[src/rtl/handshake_fifo.sv]
// Byte buffer between two dav_/rfd handshake endpoints: the input side consumes,
// the output side produces, and up to DEPTH bytes are held in between.
module handshake_fifo #(
  parameter int WIDTH = 8,
  parameter int DEPTH = 4,
  parameter int ADDR  = 2
) (
  input  logic             clock,
  input  logic             reset,
  input  logic [WIDTH-1:0] data_in,
  input  logic             dav_in_,
  output logic             rfd_in,
  output logic [WIDTH-1:0] data_out,
  output logic             dav_out_,
  input  logic             rfd_out,
  output logic [ADDR:0]    count
);

  localparam logic [ADDR:0] FULL_COUNT = (ADDR+1)'(DEPTH);

  typedef enum logic {IN_WAIT, IN_ACK} in_state_t;
  typedef enum logic [1:0] {OUT_IDLE, OUT_SETUP, OUT_PRES, OUT_DONE} out_state_t;

  in_state_t        in_state_reg, in_state_next;
  out_state_t       out_state_reg, out_state_next;
  logic [1:0]       sync_in;
  logic [1:0]       sync_out;
  logic             dav_s_;
  logic             rfd_s;
  logic [ADDR-1:0]  wr_ptr_reg;
  logic [ADDR-1:0]  rd_ptr_reg;
  logic [ADDR:0]    count_reg;
  logic [WIDTH-1:0] data_out_reg;
  logic [WIDTH-1:0] mem [DEPTH];
  logic             not_full;
  logic             wr_en;
  logic             load_en;
  logic             pop_en;

  // Both handshake inputs idle high, so the chains preset to 1 on reset.
  assign sync_in = {rfd_out, dav_in_};
  for (genvar gi = 0; gi < 2; gi++) begin : g_sync
    logic [1:0] chain_reg;
    always_ff @(posedge clock or posedge reset) begin
      if (reset) chain_reg <= 2'b11;
      else       chain_reg <= {chain_reg[0], sync_in[gi]};
    end
    assign sync_out[gi] = chain_reg[1];
  end
  assign dav_s_ = sync_out[0];
  assign rfd_s  = sync_out[1];

  assign not_full = (count_reg != FULL_COUNT);

  // Input FSM
  always_ff @(posedge clock or posedge reset) begin
    if (reset) in_state_reg <= IN_WAIT;
    else       in_state_reg <= in_state_next;
  end

  always_comb begin
    in_state_next = in_state_reg;
    case (in_state_reg)
      IN_WAIT: if (!dav_s_ && not_full) in_state_next = IN_ACK;
      IN_ACK:  if (dav_s_)              in_state_next = IN_WAIT;
      default:                          in_state_next = IN_WAIT;
    endcase
  end

  always_comb begin
    rfd_in = (in_state_reg == IN_WAIT);
    wr_en  = (in_state_reg == IN_WAIT) && !dav_s_ && not_full;
  end

  // Output FSM; SETUP gives data_out a full clock before dav_out_ falls.
  always_ff @(posedge clock or posedge reset) begin
    if (reset) out_state_reg <= OUT_IDLE;
    else       out_state_reg <= out_state_next;
  end

  always_comb begin
    out_state_next = out_state_reg;
    case (out_state_reg)
      OUT_IDLE:  if (count_reg != '0 && rfd_s) out_state_next = OUT_SETUP;
      OUT_SETUP:                               out_state_next = OUT_PRES;
      OUT_PRES:  if (!rfd_s)                   out_state_next = OUT_DONE;
      OUT_DONE:  if (rfd_s)                    out_state_next = OUT_IDLE;
      default:                                 out_state_next = OUT_IDLE;
    endcase
  end

  always_comb begin
    dav_out_ = (out_state_reg != OUT_PRES);
    load_en  = (out_state_reg == OUT_IDLE) && (count_reg != '0) && rfd_s;
    pop_en   = (out_state_reg == OUT_PRES) && !rfd_s;
  end

  always_ff @(posedge clock) begin
    if (wr_en) mem[wr_ptr_reg] <= data_in;
  end

  // Pointers wrap naturally; count alone tells full from empty.
  always_ff @(posedge clock or posedge reset) begin
    if (reset) begin
      wr_ptr_reg   <= '0;
      rd_ptr_reg   <= '0;
      count_reg    <= '0;
      data_out_reg <= '0;
    end else begin
      if (wr_en)   wr_ptr_reg   <= wr_ptr_reg + ADDR'(1);
      if (pop_en)  rd_ptr_reg   <= rd_ptr_reg + ADDR'(1);
      if (load_en) data_out_reg <= mem[rd_ptr_reg];
      case ({wr_en, pop_en})
        2'b10:   count_reg <= count_reg + (ADDR+1)'(1);
        2'b01:   count_reg <= count_reg - (ADDR+1)'(1);
        default: count_reg <= count_reg;
      endcase
    end
  end

  assign data_out = data_out_reg;
  assign count    = count_reg;

endmodule

[config.mk]
export PLATFORM = sky130hd
export DESIGN_NAME = handshake_fifo
export DESIGN_NICKNAME = d
export VERILOG_FILES = /design/src/rtl/handshake_fifo.sv
export SDC_FILE = /design/constraint.sdc
export NUM_CORES = 1
export LEC_CHECK = 0
export BUFFER_PORTS_ARGS = -buffer_cell sky130_fd_sc_hd__buf_2
export CAP_MARGIN = 25
export CORE_MARGIN = 2
export CORE_UTILIZATION = 50
export CTS_CLUSTER_SIZE = 12
export DETAILED_ROUTE_END_ITERATION = 10
export GPL_TIMING_DRIVEN = 0
export PLACE_DENSITY_LB_ADDON = 0.12
export RECOVER_POWER = 25
export SETUP_SLACK_MARGIN = 0.2
export SLEW_MARGIN = 20
export SYNTH_ARGS = -nofsm -noshare
export SYNTH_HDL_FRONTEND = slang
export SYNTH_SLANG_ARGS = --single-unit
export TNS_END_PERCENT = 20
[constraint.sdc]
create_clock -name clock -period 2.7 [get_ports clock]
set_clock_uncertainty 0.2 [all_clocks]
set_input_delay 0.135 -clock clock [delete_from_list [all_inputs] [get_ports clock]]
set_output_delay 0.135 -clock clock [all_outputs]
set_load 0.005 [all_outputs]
==> impl_metrics.ini, run 1 <==
[synthesis]
async_reset_ff_frac = 0.407
synth_nets = 142
synth-main-ff-cell = edfxtp_1
synthTopCellsByArea = edfxtp_1, dfrtp_1, mux4_2, mux2_2, dfstp_2
ys_ff_latch = 54
yosysSeqAreaShare = 0.697
synth_cells = 121
yosys.area.top_type_share = 0.441
syn_area_sq_um = 2180
synth_edf_count = 32
yosys.area.top_type = edfxtp_1
yosysWarnings = 0
synth.avg_cell_area_sq_um = 18.0
ys_types = 25

[sta]
slew_viol_final = 0
finalCritPeriodShare = 0.864
setup_viol = 0
max_slew_margin = 0.446
fin_setup_tns_ns = 0
grt_setup_unrepaired = no
fmax_ghz = 0.429
tightestPinTransition_ns = 0.830
hold_viol_final = 0
fin_crit_ns = 2.33

[pwr]
p_int_uw = 1720
power_frac_comb = 0.350
pwr-share-clk = 0.167
p_leak_uw = 0.000994
peakVddDrop_mv = 0.450
p_sw_uw = 750
power.density_nw_per_um2 = 964
swShare = 0.303
p_seq_frac = 0.483

[layout]
largest_reg_flops = 32
n_antenna_cell = 0
area_delta_synth_final_pct = 17.9
final_area_sq_um = 2570
regArea_sq_um = 1520
multi_input_area_sq_um = 621
fillers = 310
nets = 184
post-route-util = 0.628
drive_gt1_frac = 0.317

[critical_path]
r2r_slack_ns = 0.37
r2r-start = count[0]
r2r-end = count[2]
worstPathRequired_ns = 2.72
cp_max_fo = 7
reg2reg_depth = 9
cp.arrival_ns = 2.35
worstSetupEndpointType = flip-flop
startpoint_type = flip-flop
critPathKind = reg2reg

[worst_hold_path]
min_from = g_sync[0].chain_reg[0]
hold_end = g_sync[0].chain_reg[1]
hold_class = reg2reg
hold_depth = 0

[clocking]
h-tree-depth = 2
path_clk_slew_ns = 0.09
cts_max_path_buffers = 2
cts_setup_buffers = 0
cts.sinks = 54
clock_latency_ns = 0.29
tritoncts = built
cts_buffers = 5
root_buffer = clkbuf_8

[global_routing]
grt_max_degree = 23
first_global_vias = 1198
antenna_found_initial = 0
grt_overflow_total = 0
grt_pass1_wl_um = 5690
track_usage = 0.157

[die]
die-area_sq_um = 4900
dieHeight_um = 70.0
fp-row-count = 23
core_area_sq_um = 4090
die_x_um = 70.0
initial_utilization = 0.533
ios = 25

[route]
first_iter_violations = 39
totalWireLength_um = 3330
dr.pass1.iters = 4
ant_nets = 0
wl_per_cell_um = 15.6
avgViaCountPerCell = 5.16
drc_errors = 0
vias = 1105

[placed_design]
port_buffers = 24
dp_hpwl_um = 2300
detailed_place.area_sq_um = 2360
gp_congestion = 0.777

[outcome]
status = finished clean

[flow_run]
cap_viol_max_count = 0
## synthesized netlist by cell type, types with 2 or more instances
library cell  instances
dfstp_2               4
nor2_1                2
edfxtp_1             32
dfrtp_1              18
and2_1                4
xnor2_1               3
inv_1                12
mux2_2               10
mux4_2                8
o21ai_0               2
nand2_1               3
ha_1                  8
xor2_1                3
## repair_timing
item,CTS,global route
hold buffers,11,0
endpoints found under the setup margin,1,1
gates resized for setup,1,3
endpoints found under the hold margin,52,0
## layout make-up
cell class / instances / area share
plain buffers: 2 / 0.00585
clock buffers: 5 / 0.0268
clock inverters: 3 / 0.00634
inverters: 12 / 0.0176
multi-input cells: 53 / 0.242
flip-flops and latches: 54 / 0.591
well taps: 50 / 0.0244
repair buffers: 35 / 0.0863
## layout by cell type (no fill, tap or decap)
| cell type | synthesis | routed |
|---|---|---|
| a21oi_1 | 1 | 1 |
| a22oi_1 | 1 | 1 |
| and2_1 | 4 | 4 |
| buf_2 | 0 | 17 |
| buf_6 | 1 | 1 |
| clkbuf_1 | 1 | 8 |
| clkbuf_8 | 0 | 5 |
| clkinv_1 | 0 | 2 |
| clkinv_4 | 0 | 1 |
| dfrtp_1 | 18 | 18 |
| dfstp_2 | 4 | 4 |
| dlygate4sd3_1 | 0 | 11 |
| edfxtp_1 | 32 | 32 |
| fa_1 | 1 | 1 |
| ha_1 | 8 | 7 |
| ha_4 | 0 | 1 |
| inv_1 | 12 | 12 |
| mux2_2 | 10 | 10 |
| mux4_2 | 8 | 8 |
| nand2_1 | 3 | 3 |
| nand3_2 | 1 | 1 |
| nor2_1 | 2 | 2 |
| nor2b_4 | 0 | 1 |
| nor3_2 | 1 | 1 |
| nor3b_1 | 1 | 1 |
| o21ai_0 | 2 | 2 |
| o221ai_1 | 1 | 1 |
| o221ai_2 | 1 | 1 |
| or3_4 | 1 | 1 |
| xnor2_1 | 3 | 3 |
| xor2_1 | 3 | 3 |
## worst max-delay path: stages, from the launching register on
cell,delay [ns]
dfrtp_1,0.43
nor3b_1,0.34
nor3_2,0.15
inv_1,0.08
ha_1,0.17
inv_1,0.06
fa_1,0.37
xor2_1,0.15
nor2_1,0.12
xor2_1,0.18
## worst max-delay path by stage
| stage | startpoint | endpoint | slack, ns | cells past startpoint |
|---|---|---|---|---|
| floorplan | out_state_reg[0] | count[2] | 0.51 | 9 |
| detailed placement | out_state_reg[0] | count[2] | 0.20 | 9 |
| finish | count[0] | count[2] | 0.37 | 9 |
| global route | count[0] | count[2] | 0.20 | 9 |
| global placement | out_state_reg[0] | count[2] | 0.34 | 9 |
| CTS | out_state_reg[0] | count[2] | 0.28 | 9 |
## power groups by stage
stage / registers, uW / clock network [uW] / logic (uW)
floorplan: 1200 / 0 / 604
global placement: 1200 / 0 / 809
detailed placement: 1210 / 0 / 855
CTS: 1200 / 429 / 871
global route: 1220 / 475 / 976
finish: 1200 / 412 / 866
## layer usage
layer | routed length (um) | GRT usage
met5 | 0 | 0
met4 | 33 | 0.0449
met3 | 151 | 0.0447
met2 | 1870 | 0.287
met1 | 1280 | 0.179
## logic make-up (layout without fill, tap and decap cells)
family	count (synthesis)	after routing	synth area share
muxes	18	18	0.134
xor gates and xnor gates	6	6	0.0241
DFF	54	54	0.697
adders and majority gates	9	9	0.0552
buffers and inverters	14	57	0.0276
and+or+nand+nor	14	14	0.0408
AOI/OAI and AO/OA	6	6	0.0213
## per-stage QoR
step                instances  hold slack [ns]  total power [uW]  setup slack, ns
floorplan                 121          -0.0787              1800            0.509
global placement          195           0.0406              2010            0.339
detailed placement        195           0.0416              2070            0.197
CTS                       214            0.162              2500            0.278
global route              214            0.168              2670            0.205
finish                    214            0.163              2470            0.368
Power figures use the tool's default switching activity.
==> run 2: changes to the inputs <==
--- a/config.mk
+++ b/config.mk
@@ -7,6 +7,7 @@
 export LEC_CHECK = 0
 export BUFFER_PORTS_ARGS = -buffer_cell sky130_fd_sc_hd__buf_2
 export CAP_MARGIN = 25
+export CORE_ASPECT_RATIO = 2
 export CORE_MARGIN = 2
 export CORE_UTILIZATION = 50
 export CTS_CLUSTER_SIZE = 12
==> impl_metrics.ini, run 2 (synthesized netlist as in run 1, its figures left out) <==
[outcome]
status = finished clean

[clocking]
cts_max_path_buffers = 2
tritoncts = built
cts.sinks = 54
root_buffer = clkbuf_8
cts_setup_buffers = 0
cts_buffers = 5
clock_latency_ns = 0.30
h-tree-depth = 2
path_clk_slew_ns = 0.09

[layout]
n_antenna_cell = 0
area_delta_synth_final_pct = 19.0
largest_reg_flops = 32
nets = 184
drive_gt1_frac = 0.323
final_common_cell = edfxtp_1
layout_common_cells = edfxtp_1, dfrtp_1, buf_2

[sta]
grt_setup_unrepaired = no
tightestPinTransition_ns = 0.842
slew_viol_final = 0
fin_setup_tns_ns = 0
finalCritPeriodShare = 0.853
setup_viol = 0
postLayoutSetupSlackWorst_ns = 0.397
fin_crit_ns = 2.30
hold_viol_final = 0
fmax_ghz = 0.434
max_slew_margin = 0.438

[die]
dieHeight_um = 97.3
core_area_sq_um = 4250
initial_utilization = 0.512
fp-row-count = 34
die_x_um = 50.7
die-area_sq_um = 4930
ios = 25

[critical_path]
r2r-start = out_state_reg[0]
worstPathRequired_ns = 2.73
startpoint_type = flip-flop
cp.arrival_ns = 2.34
r2r_slack_ns = 0.40
reg2reg_depth = 9
r2r-end = count[2]
cp_max_fo = 6
critPathKind = reg2reg
worstSetupEndpointType = flip-flop

[global_routing]
first_global_vias = 1192
track_usage = 0.157
grt_overflow_total = 0
grt_pass1_wl_um = 5670
antenna_found_initial = 0
grt_max_degree = 23

[route]
vias = 1124
avgViaCountPerCell = 5.16
ant_nets = 0
drc_errors = 0
dr.pass1.iters = 3
first_iter_violations = 12
totalWireLength_um = 3240
wl_per_cell_um = 14.9

[placed_design]
pre_cts_ws_ns = 0.243
port_buffers = 24
gp_congestion = 0.686
dp_hpwl_um = 2220

[pwr]
peakVddDrop_mv = 0.619
power.density_nw_per_um2 = 992
p_leak_uw = 0.00101

[worst_hold_path]
min_from = g_sync[1].chain_reg[0]
hold_depth = 0
hold_end = g_sync[1].chain_reg[1]
hold_class = reg2reg

[flow_run]
cap_viol_max_count = 0
-- run 2: cell count changes in the layout (fill, tap and decap cells not counted), sizes merged --
cell | previous run | this run
inv | 12 | 13
bufinv | 0 | 1
clkinvlp | 0 | 1
clkinv | 3 | 0
-- run 2: metrics by stage --
| step | util | hold slack (ns) | cells | total power [uW] | area (sq um) |
|---|---|---|---|---|---|
| after floorplan | - | -0.0787 | 121 | 1800 | 2180 |
| after global placement | 0.556 | 0.0411 | 199 | 2020 | 2360 |
| after detailed placement | 0.556 | 0.0435 | 199 | 2050 | 2360 |
| after CTS | 0.609 | 0.164 | 218 | 2610 | 2590 |
| after global routing | 0.609 | 0.169 | 218 | 2760 | 2590 |
| final | 0.609 | 0.161 | 218 | 2570 | 2590 |
-- run 2: how the worst max path moves through the flow --
stage / from / end / slack [ns] / cells after the start
2_1_floorplan: out_state_reg[0] / count[2] / 0.51 / 9
3_3_place_gp: out_state_reg[0] / count[2] / 0.28 / 9
3_5_place_dp: out_state_reg[0] / count[2] / 0.24 / 9
4_1_cts: out_state_reg[0] / count[2] / 0.24 / 9
5_1_grt: count[0] / count[2] / 0.21 / 9
6_report: out_state_reg[0] / count[2] / 0.40 / 9
-- run 2: where the power goes --
group          total, uW  internal, uW  switching [uW]
Clock                546           282             264
Sequential          1190          1080             107
Combinational        835           452             383
Total               2570          1820             754
-- run 2: area by class of cell --
| class | instances | area (sq um) |
|---|---|---|
| fillers | 350 | 1660 |
| clock buffers | 5 | 68.8 |
| inverters | 12 | 45.0 |
| well taps | 54 | 67.6 |
| flip-flops and latches | 54 | 1520 |
| multi-input cells | 53 | 608 |
| repair buffers | 35 | 221 |
| clock inverters | 3 | 48.8 |
| plain buffers | 2 | 15.0 |
-- run 2: timing repair --
action	in CTS	in global routing
gates resized for setup	0	2
setup endpoints to repair	0	1
hold endpoints to repair	52	0
hold buffers	11	0
-- run 2: critical path, stage by stage, from the launching register on --
cell and delay [ns]:
dfrtp_1 0.42, inv_1 0.09, ha_1 0.27, nor2b_4 0.23, ha_1 0.19, inv_1 0.06, fa_1 0.37, xor2_1 0.15
nor2_1 0.11, xor2_1 0.14
-- run 2: per-layer routing --
| metal | GRT usage | wire length (um) | part of all wire |
|---|---|---|---|
| met3 | 0.0323 | 89 | 0.027 |
| met4 | 0.0624 | 66 | 0.020 |
| met1 | 0.200 | 1320 | 0.41 |
| met2 | 0.258 | 1770 | 0.54 |
| met5 | 0 | 0 | 0 |
